### config.mk
export PLATFORM = sky130hd
export DESIGN_NAME = multi_delay_timer
export DESIGN_NICKNAME = d
export VERILOG_FILES = /design/src/rtl/multi_delay_timer.sv
export SDC_FILE = /design/constraint.sdc
export NUM_CORES = 1
export LEC_CHECK = 0
export BUFFER_PORTS_ARGS = -buffer_cell sky130_fd_sc_hd__buf_4
export CORE_MARGIN = 8
export CORE_UTILIZATION = 61
export CTS_CLUSTER_DIAMETER = 30
export DETAILED_ROUTE_END_ITERATION = 16
export HOLD_SLACK_MARGIN = 0.15
export PLACE_DENSITY_LB_ADDON = 0.12
export SYNTH_ARGS = -nofsm -noshare
export SYNTH_HDL_FRONTEND = slang
export SYNTH_SLANG_ARGS = --single-unit
### constraint.sdc
create_clock -name clock -period 4.2 [get_ports clock]
set_clock_uncertainty 0.15 [all_clocks]
set_input_delay 0.21 -clock clock [delete_from_list [all_inputs] [get_ports clock]]
set_output_delay 0.21 -clock clock [all_outputs]
set_load 0.05 [all_outputs]
### src/rtl/multi_delay_timer.sv
// Purpose: CHANNELS independent ms delay timers (one-shot or periodic) with sticky done and done_pulse.
// Latency: start at edge N -> busy from N, expiry registered at N + max(dur,1)*TICKS_PER_MS.
// Backpressure: none; start/cancel are level-sampled strobes, start > cancel > counting per channel.
module multi_delay_timer #(
    parameter int TICKS_PER_MS = 250000,
    parameter int CHANNELS     = 4,
    parameter int DUR_WIDTH    = 11
) (
    input  logic                          clock,
    input  logic                          reset,
    input  logic [CHANNELS-1:0]           start,
    input  logic [CHANNELS-1:0]           cancel,
    input  logic [CHANNELS-1:0]           periodic,
    input  logic [CHANNELS*DUR_WIDTH-1:0] duration,
    output logic [CHANNELS-1:0]           busy,
    output logic [CHANNELS-1:0]           done,
    output logic [CHANNELS-1:0]           done_pulse
);

    // A single-cycle tick still needs a 1-bit counter so the reload path stays uniform.
    localparam int TICK_W = (TICKS_PER_MS > 1) ? $clog2(TICKS_PER_MS) : 1;
    localparam logic [TICK_W-1:0]    TICK_LOAD = TICK_W'(TICKS_PER_MS - 1);
    localparam logic [TICK_W-1:0]    TICK_ONE  = TICK_W'(1);
    localparam logic [DUR_WIDTH-1:0] DUR_ONE   = DUR_WIDTH'(1);

    typedef enum logic [1:0] {
        ST_IDLE    = 2'd0,
        ST_RUN     = 2'd1,
        ST_EXPIRED = 2'd2
    } state_t;

    genvar g;
    generate
        for (g = 0; g < CHANNELS; g++) begin : g_chan
            state_t                state_q, state_d;
            logic [TICK_W-1:0]     tick_q, tick_d;
            logic [DUR_WIDTH-1:0]  ms_q, ms_d;
            logic [DUR_WIDTH-1:0]  dur_q, dur_d;
            logic [DUR_WIDTH-1:0]  dur_in;
            logic                  mode_q, mode_d;
            logic                  done_q, done_d;
            logic                  pulse_q, pulse_d;

            assign dur_in = duration[g*DUR_WIDTH +: DUR_WIDTH];

            // Next-state and counter update: start beats cancel beats counting.
            always_comb begin
                state_d = state_q;
                tick_d  = tick_q;
                ms_d    = ms_q;
                dur_d   = dur_q;
                mode_d  = mode_q;
                done_d  = done_q;
                pulse_d = 1'b0;

                if (start[g]) begin
                    // Zero duration is promoted to 1 ms so the channel always counts.
                    dur_d   = (dur_in == '0) ? DUR_ONE : dur_in;
                    mode_d  = periodic[g];
                    tick_d  = TICK_LOAD;
                    ms_d    = dur_d - DUR_ONE;
                    done_d  = 1'b0;
                    state_d = ST_RUN;
                end else if (cancel[g]) begin
                    if (state_q != ST_IDLE) begin
                        state_d = ST_IDLE;
                        done_d  = 1'b0;
                    end
                end else begin
                    case (state_q)
                        ST_RUN: begin
                            if (tick_q != '0) begin
                                tick_d = tick_q - TICK_ONE;
                            end else if (ms_q != '0) begin
                                ms_d   = ms_q - DUR_ONE;
                                tick_d = TICK_LOAD;
                            end else begin
                                done_d  = 1'b1;
                                pulse_d = 1'b1;
                                if (mode_q) begin
                                    // Reload on the expiry edge itself keeps the period exact.
                                    tick_d = TICK_LOAD;
                                    ms_d   = dur_q - DUR_ONE;
                                end else begin
                                    state_d = ST_EXPIRED;
                                end
                            end
                        end
                        default: begin
                        end
                    endcase
                end
            end

            // Channel state register with synchronous reset.
            always_ff @(posedge clock) begin
                if (reset) begin
                    state_q <= ST_IDLE;
                    tick_q  <= '0;
                    ms_q    <= '0;
                    dur_q   <= '0;
                    mode_q  <= 1'b0;
                    done_q  <= 1'b0;
                    pulse_q <= 1'b0;
                end else begin
                    state_q <= state_d;
                    tick_q  <= tick_d;
                    ms_q    <= ms_d;
                    dur_q   <= dur_d;
                    mode_q  <= mode_d;
                    done_q  <= done_d;
                    pulse_q <= pulse_d;
                end
            end

            assign busy[g]       = (state_q == ST_RUN);
            assign done[g]       = done_q;
            assign done_pulse[g] = pulse_q;
        end
    endgenerate

endmodule

# --- Word level (Yosys, flattened, before mapping) ---
# Index checks and enable logic that the tools add are counted.
word_totals:
  out_inout_bits: 12
  latch_bits: 0
  romBits: 0
  wordCells: 280
  ramBits: 0
  ff_bits: 180
  in_bits: 58
  mem_count: 0
op_classes:
  n_bitwise: 8
  eq_ne: 44
  n_reduce_logical: 72
  n_mul: 0
  shifts: 0
  addsub: 16
  mux: 104
  order_cmp: 0
  n_div: 0
ops:
  columns: ["operator", "count"]
  rows:
  - ["18-bit two-way mux", 24]
  - ["11-bit two-way mux", 28]
  - ["11-bit by 1-bit subtractor with 11-bit output (second input constant)", 12]
  - ["18-bit nonzero test", 4]
  - ["18-bit by 1-bit subtractor with 18-bit output (second input constant)", 4]
  - ["2-bit two-way mux", 24]
  - ["11-bit logical NOT", 4]
  - ["11-bit nonzero test", 4]
  - ["2-bit inequality test (second input constant)", 20]
  - ["5-bit AND reduction", 8]
  - ["3-bit inequality test (second input constant)", 12]
  - ["3-bit nonzero test", 12]
  - ["4-bit AND reduction", 8]
  - ["1-bit two-way mux", 28]
  - ["3-bit AND reduction", 8]
  - ["2-bit nonzero test", 12]
  - ["5-bit OR reduction", 4]
  - ["4-bit nonzero test", 4]
  - ["3-bit by 2-bit inequality test with 1-bit output (second input constant)", 4]
  - ["2-bit by 1-bit equality test with 1-bit output (second input constant)", 4]
  - ["2-bit by 1-bit inequality test with 1-bit output (second input constant)", 4]
  - ["1-bit inverter", 8]
  - ["2-bit OR reduction", 4]

# --- Longest topological paths before layout ---
# Gate-level depths: netlist (run 1).
logic_depth:
  word_depth: 7
  mapped_depth: 13
  ltp_nobuf: 11

# --- Worst setup path after synthesis (run 1) ---
# No wires, ideal clock.
synth_timing:
  kind: "in2reg"
  from: "in start[2]"
  to: "reg g_chan[2].ms_q[10]"
  setup_slack_ps: 832
  arrival_time_ps: 3156
  setup_time_ps: 62
  required_time_ps: 3988
  stages: 13
  path_buffers: 5
  path_cell_list: "clkbuf_1 -> clkbuf_1 -> clkbuf_1 -> buf_1 -> buf_1 -> nor2_1 -> a21oi_1 -> ha_1 -> and3_1 -> o21ai_0 -> or2_2 -> or4_1 -> nand3_1"
synth_via:
  elab_chain_cells: 2
  word_cells_on_any_way: 6
  cone_classes: "eq/ne (2); mux (1); reduce/logical (3)"
synth_lines:
  columns: ["item", "line", "text"]
  rows:
  - ["from (decl)", "11", "input logic [CHANNELS-1:0] start,"]
  - ["2-bit inequality test (no source line) (tied with other cells)", null, null]
  - ["4-bit AND reduction (no source line)", null, null]
  - ["to (signal assigned)", "108", "ms_q <= ms_d;"]
  - ["to (decl)", "37", "logic [DUR_WIDTH-1:0] ms_q, ms_d;"]
# Parallel ways exist; a longest one is shown, timed or not.
# A chain may end at the register's enable or synchronous reset.

# --- Final worst setup path (run 1) ---
layout_timing:
  from: "in start[3]"
  to: "reg g_chan[3].ms_q[10]"
layout_via:
  elab_chain_cells: 2
  word_cells_on_any_way: 6
  cone_classes: "eq/ne (2); mux (1); reduce/logical (3)"
layout_lines:
  columns: ["item", "line"]
  rows:
  - ["2-bit inequality test (no source line) (tied with other cells)", null]
  - ["4-bit AND reduction (no source line)", null]
  - ["to (signal assigned)", "108"]
  - ["to (decl)", "37"]
# Parallel ways exist; a longest one is shown, timed or not.

==> results of run 1 <==
==> final cells by class <==
| cell class | count | area (µm²) |
|---|---|---|
| tap | 216 | 270 |
| multi-input combinational | 909 | 5570 |
| clock buffer | 17 | 425 |
| inverter | 44 | 165 |
| clock inverter | 15 | 140 |
| sequential | 180 | 3600 |
| fill | 1207 | 3890 |
| timing repair buffer | 183 | 1650 |
==> power breakdown <==
part	internal (mW)	leakage (nW)	switching, mW
Combinational	0.345	2.56	0.456
Clock	0.787	0.275	0.766
Sequential	1.80	1.48	0.0956
==> per-layer routing <==
layer  GRT usage  part of all wire
met1       0.323              0.44
met2       0.443              0.49
met3      0.0507             0.058
met4      0.0871             0.017
met5           0                 0
==> worst reg2reg max path, delay by kind of cell, from the launching register on <==
kind	cells	cell delay [ps]
AND/OR/NAND/NOR	4	1620
adder cells (fa/ha/maj)	1	190
AO/OA/AOI/OAI	2	700
buffers and inverters	1	70
flip-flops	1	340
==> repair_timing <==
item	in CTS	in global routing
hold buffers	105	0
setup endpoints to repair	0	0
hold endpoints to repair	87	0
setup buffers	0	0
==> flip-flops by register name, summed over array words and instances (netlist names) <==
signal          count
g_chan.pulse_q      4
g_chan.state_q      8
g_chan.ms_q        44
g_chan.mode_q       4
g_chan.dur_q       44
g_chan.tick_q      72
g_chan.done_q       4
==> logic make-up (layout without fill, tap and decap cells) <==
logic type	count (synthesis)	after routing	share of synthesized area
AOI/OAI and AO/OA	319	319	0.228
xor gates and xnor gates	61	61	0.0553
adders and majority gates	8	8	0.0104
muxes	21	21	0.0220
DFF	180	180	0.373
and+or+nand+nor	500	500	0.259
buffers and inverters	120	259	0.0519
==> path summary, 6_finish.rpt <==
kind              slack, ps             endpoint                 from  cells past startpoint
setup / recovery        930   g_chan[3].ms_q[10]             start[3]                     11
hold / removal          320  g_chan[2].dur_q[10]  g_chan[2].dur_q[10]                      2
setup reg to reg        990   g_chan[0].ms_q[10]  g_chan[0].tick_q[0]                      8
hold reg to reg         320  g_chan[2].dur_q[10]  g_chan[2].dur_q[10]                      2
==> synth_stat cells, drive strengths merged, types with 4 or more instances <==
cell type / n
dfxtp: 180
nor2: 150
nand2: 100
a21oi: 83
nor3: 69
o21ai: 56
clkbuf: 53
a211oi: 44
inv: 43
nor4: 41
xnor2: 36
xor2: 25
or3: 24
buf: 23
a311oi: 19
mux2i: 19
nand3: 18
or4: 17
nand2b: 16
a31oi: 14
nand4: 13
o31ai: 12
o221ai: 11
o211ai: 10
and3: 8
ha: 8
nor2b: 8
nor3b: 8
or2: 8
a31o: 7
a2111oi: 6
o2111ai: 6
nand4b: 5
a21boi: 4
a21o: 4
a2bb2oi: 4
o21a: 4
o311a: 4
==> through the flow <==
stage               power, mW  setup WS [ps]  cell area (µm²)
finish                   4.25            935            11800
global route             4.44            630            11800
CTS                      4.24            999            11800
detailed placement       2.63           1050            10200
global placement         2.62           1110            10200
floorplan                2.43            832             9670
==> results.txt, run 1 <==
The instance count after placement with tap cells included was 1427; the synthesized flop and latch total was 180. The tools report the via count of the first global-routing pass as 9007. In this run the worst hold path is classified as reg2reg. The total area inside the core boundary comes to 15700 µm². Among all flip-flop cells after synthesis, the most frequent one is dfxtp_1. The initial cell density of the core is 0.615. The tools report the worst hold margin as 316 ps. From left edge to right edge, the die measures 142 µm. The total inserted antenna cells was 0; the number of violations of the max-capacitance limit was 0. The cell area that synthesis handed to floorplanning was 9670 µm².

Cell seen most often among critical-path stages: inv_1. Data on the critical path is required at its endpoint by 4420 ps. A synthesized cell averages 8.00 µm². The number of vias per cell after detailed routing came out at 6.21. Leaving out fill and tap cells, the most frequent cells in the layout are dfxtp_1 (180), nor2_1 (150), dlygate4sd3_1 (105).

The tools report the post-synthesis sequential area ratio as 0.373. Yosys printed 0 warnings. The clock transition at the registers of the reported paths works out to 70 ps. The final cycle utilization of the critical path was 0.777; the synthesized netlist cell count was 1209. Category of the critical setup timing path: in2reg. The area growth from synthesis to layout is 22.3%. Clock tree synthesis found a total of 180 sinks. Die boundary height: 142 µm. The detailed router finished its first iteration with 935 violations. By area the synthesized netlist is led by dfxtp_1 (37%), nor2_1 (5.8%), a21oi_1 (4.3%), nand2_1 (3.9%), nor3_1 (3.6%). The share of the synthesized area in the top cell type works out to 0.373. Once detail routing completed, the nets flagged for antenna violations numbered 0. The final net count is 1401, and the floorplan die area is 20100 µm². After layout, the minimum clock period comes to 3270 ps. The depth of the CTS H-tree is 4. The final core utilization was 0.752.

For the worst setup path, the data arrival time is 3480 ps. The share of final-layout standard cells stronger than drive strength 1 is 0.108, and the number of synthesized flops with an enable pin is 0. Once the clock tree was built, the resizer swapped 0 gates to a different size. The analysis attributes to cell leakage a power of 4.32 nW. Count of port buffers added during placement: 69. For the via count, the log shows 9705. The worst setup path is launched from an input pin. The kind of cell with the highest combined delay along the critical path is buffers and inverters.

The number of DRC violations after detailed routing came out at 0. For this run, the top clock speed supported by timing is 306 MHz. The worst setup path is captured at a flip-flop. The flow ran to the end, and the final reports show no timing, DRC or antenna violations. Entering global routing, the biggest net connects 83 pins.

The tree is rooted in a clkbuf_16. The leading area contributor after synthesis is dfxtp_1. The logs give 0 for the max-slew violation count and 1564 for the final non-filler cell total. Dividing the detail-routed wire length by the instance count gives 16.6 µm. For the worst slew margin relative to its limit, the log shows 0.353. For this run, the slowest stage of the critical path takes 570 ps. The first TritonRoute pass finished after 5 iterations. The most common library cell in the layout ignoring fill and taps was dfxtp_1.

TritonCTS built the clock tree. The run gives 25900 µm as the total wire length after detailed routing. The net count of the mapped netlist was 1275. The first global-routing pass estimated 43400 µm of wire. The number of hold-slack violations in the final timing report was 0; the number of antenna violations at the first check in global routing was 0. The number of buffer and inverter instances along the worst setup path was 4; the transition time at the pin with the least slew margin was 963 ps. The number of buffers on the longest clock path came out at 2. For the final routed database, the setup TNS stands at 0 ps.

Summed over all nets, the half-perimeter wirelength after detailed placement is 16200 µm. 70 I/O pins were placed. After synthesis, the netlist uses 83 different library cells. The slowest stage of the critical path belongs to the cell dlygate4sd3_1.

Setup repair after global routing left no endpoint under its margin. The share of flip-flops with an asynchronous set or reset works out to 0. In this run, CTS created clock tree buffers numbering 17. The clock insertion delay at the later pin of the skew report was 440 ps; the worst IR drop on VDD was 332 µV.

Walking the worst path, the cells encountered are dlygate4sd3_1, buf_4, inv_1, a311oi_1, a21oi_1, inv_1, ha_1, nand3_1, or3_1, or4_1, a31oi_1. Setup violations remaining at the end of the flow were counted as 0. For this design the ratio of total power to cell area is 360 nW/µm². The maximum fanout encountered on the critical timing path came out at 43. For the global placer's final weighted congestion, the log shows 0.871. The logs give 0.260 for the global-route total usage across every layer and 46 for the floorplan row count.

The tools report the total global routing overflow as 0.
Note: power is estimated with default switching activity, not from simulation.
==> run 2: changes to the inputs <==
Settings changed: CORE_UTILIZATION 61 to 55.
Clock period 4.2 ns to 2.75 ns, I/O delays scaled along.
==> results.txt, run 2 (synthesized netlist as in run 1, its figures left out) <==
STA classifies the critical path startpoint as a flip-flop. The relative contribution of combinational cells to total power came out at 0.214 (+0.026). The depth of the critical timing path with buffers and inverters included was 9 (-2); the top-level I/O count was 70 (unchanged).

The largest registers in the layout are g_chan.tick_q x72, g_chan.dur_q x44, g_chan.ms_q x44. The max-slew violation count is 0 (unchanged). For hold timing, the worst endpoint is g_chan[2].dur_q[3]. For the highest attainable clock frequency, the log shows 359 MHz.

The run gives 4.81 mW (+64%) as the internal cell power. The overall die width is 149 µm (+4.7%), and the die boundary height is 149 µm (+4.7%). The logs give 27500 µm (+6.0%) for the total wire length after detailed routing and 1486 (+6.1%) for the final net count. The total negative slack is -35.8 ps (-35.8 ps). The number of buffer and inverter instances along the worst setup path came out at 2 (-2).

The slowest stage of the critical path belongs to the cell or4_4. The worst setup path is captured at a flip-flop. The final core utilization was 0.738 (-0.0148); the total setup violations reported at the end of the flow was 1 (+1).

The destination of the worst register-to-register timing path was g_chan[1].ms_q[10]. The maximum number of pins on one net before global-route repair came out at 135 (+63%). The routed design could run at a clock period as short as 2790 ps.

Total global routing overflow: 0 (unchanged). The HPWL after detailed placement came out at 17800 µm (+9.9%). The switching share of power is 0.295 (-0.0152), and the portion of total power attributed to the clock network is 0.364 (about the same). Setup repair after global routing could not meet its margin everywhere. Overall power consumption: 6.82 mW (+60%).

Count of cells along the worst register-to-register path: 9 (+1). The number of DRC violations after detailed routing is 0 (unchanged). The checks that failed: negative setup slack. The clock transition at the registers of the reported paths works out to 70 ps (about the same). Class of the worst hold path: in2reg. For the global routing usage on met2, the log shows 0.418 (-0.0249). In this run the critical register-to-register path is launched from g_chan[1].ms_q[6].

The number of vias per cell after detailed routing works out to 5.96 (-3.9%). The number of instances on the worst hold path was 3 (+1); the initial cell density of the core was 0.561 (-0.0544). The number of buffers on the longest clock path was 2 (unchanged); the met1 track demand over resource in global routing was 0.309 (-0.0142). TritonCTS built the clock tree.

The final worst-path setup slack is -35.8 ps (-971 ps), and the maximum single-stage delay on the critical path is 530 ps (-40 ps). The maximum fanout encountered on the critical timing path was 8 (-81%); the transition time at the pin with the least slew margin was 940 ps (-23.1 ps). The logs give 0 (unchanged) for the remaining number of nets flagged by the antenna check after routing and 45500 µm (+4.8%) for the wire length of the first global-routing pass.

The iteration-0 DRC count of the detailed router was 550 (-41%); the worst IR drop on VDD was 440 µV (+33%). The tree is rooted in a clkbuf_16. Post-placement setup slack: -63.5 ps (-1120 ps). The share of final-layout standard cells stronger than drive strength 1 was 0.189 (+0.0808); the global routing usage on met3 was 0.0383 (-0.0125).

For the flop-to-flop setup slack, the log shows -40 ps (-1030 ps). The most congested layer reported by global routing is met2. The count of port buffers added during placement came out at 69 (unchanged). Among the stages of the critical path, the cell type that occurs most often is or4_4. Most common library cell in the layout ignoring fill and taps: dfxtp_1.

The number of antenna violations at the first check in global routing came out at 0 (unchanged). In the layout the commonest cells are dfxtp_1 (178), buf_4 (165), nor2_1 (148). The tools report the global placer's final weighted congestion as 0.892 (+2.4%). The run gives 180 (unchanged) as the number of clock sinks.

The average wire per cell in the routed design is 16.6 µm (about the same). Category of the critical setup timing path: reg2reg. The switching power is 2.01 mW (+53%).

The register with the most flip-flops in the final layout is g_chan.tick_q. The final cycle utilization of the critical path came out at 1.01. In this design, the largest share of critical-path delay is due to simple AND/OR/NAND/NOR gates. The TritonCTS buffer count came out at 17 (unchanged).

The flow ran to the end, but the final reports show violations. The arrival time of data at the critical path endpoint was 2970 ps (-510 ps); the via count was 9883 (+1.8%). In this run the most critical hold path is launched from reset. Worst slew margin relative to its limit: 0.369 (+0.0155). The depth of the CTS H-tree is 4 (unchanged), and the core outline area is 17200 µm² (+9.7%). The power per cell area came out at 537 nW/µm² (+49%). Final non-filler cell total: 1658 (+6.0%). The area overhead of the layout relative to synthesis was 31.5%; the first-pass iteration count of the detailed router was 5 (unchanged). The run gives 0.422 (-0.025) as the register share of total power.

The tools report the number of violations of the max-capacitance limit as 0 (unchanged). The logs give 2930 ps (-1490 ps) for the data required time at the worst endpoint and 0 (unchanged) for the total inserted antenna cells. The tools report the global-route total usage across every layer as 0.244 (-0.0160). Reported leakage power: 4.77 nW (+11%). The critical path goes through or4_4, or4_4, buf_8, o221ai_4, inv_2, ha_4, or4bb_4, o31ai_1, a311oi_2. The tools report the clock insertion delay at the later pin of the skew report as 430 ps (about the same). The number of flip-flops in the largest register came out at 72 (unchanged). The instance count after placement with tap cells included came out at 1525 (+6.9%).

Floorplan die area: 22100 µm² (+9.7%). The via count of the first global-routing pass was 9507 (+5.6%); the number of hold-slack violations in the final timing report was 0 (unchanged). The run gives 48 (+4.3%) as the floorplan row count.
-- run 2: cell types whose count changed in the layout (fill, tap and decap cells not counted), sizes merged --
cell         before  now
clkinvlp          2    3
buf              78  170
dlygate4sd3     105   98
inv              53   47
bufinv            0    2
clkbuf           17   19
clkinv            4    5
-- run 2: metrics by stage --
step / cell area (µm²) / hold slack, ps
CTS: 12500 / 153
finish: 12700 / 170
detailed placement: 10900 / 178
global placement: 10900 / 171
global route: 12700 / 178
floorplan: 9720 / 66.2
-- run 2: how the worst max path moves through the flow --
stage / endpoint / slack, ps / start
after global placement: g_chan[1].tick_q[8] / -4 / g_chan[1].ms_q[9]
after floorplan: g_chan[2].ms_q[10] / -100 / start[2]
after detailed placement: g_chan[1].ms_q[10] / -60 / g_chan[1].ms_q[9]
final: g_chan[1].ms_q[10] / -40 / g_chan[1].ms_q[6]
after global routing: g_chan[1].ms_q[10] / -90 / g_chan[1].ms_q[6]
after CTS: g_chan[1].tick_q[10] / -40 / g_chan[1].ms_q[9]
-- run 2: routing by layer --
layer  share of wire  vias up  wire length (µm)
met5               0        -                 0
met4           0.017        0               463
met3           0.046       45              1260
met2            0.50      278             13600
met1            0.44     4666             12100
li1                -     4894                 -
-- run 2: cell type report --
| class | instances | area (µm²) |
|---|---|---|
| Clock buffer | 19 | 443 |
| Clock inverter | 13 | 149 |
| Fill cell | 1324 | 4520 |
| Inverter | 44 | 166 |
| Multi-Input combinational cell | 909 | 5760 |
| Sequential cell | 180 | 3610 |
| Tap cell | 225 | 282 |
| Timing Repair Buffer | 268 | 2310 |
-- run 2: worst reg2reg max path: stages (launching register included) --
cell and delay, ps:
dfxtp_1 310, or4_4 530, or4_4 530, buf_8 170
o221ai_4 180, inv_2 80, ha_4 180, or4bb_4 220
o31ai_1 100, a311oi_2 250
-- run 2: power groups by stage --
stage / Sequential (mW) / Combinational (mW) / Clock (mW)
floorplan: 2.91 / 0.811 / 0
global placement: 2.93 / 1.24 / 0
detailed placement: 2.93 / 1.26 / 0
CTS: 2.87 / 1.39 / 2.52
global route: 2.90 / 1.59 / 2.61
finish: 2.88 / 1.46 / 2.48
-- run 2: repair_timing --
item	4_1_cts	5_1_grt
hold buffers	98	0
buffers inserted	0	3
endpoints found under the setup margin	11	59
hold endpoints to repair	99	0
resized for setup	5	34
pin swaps	3	16
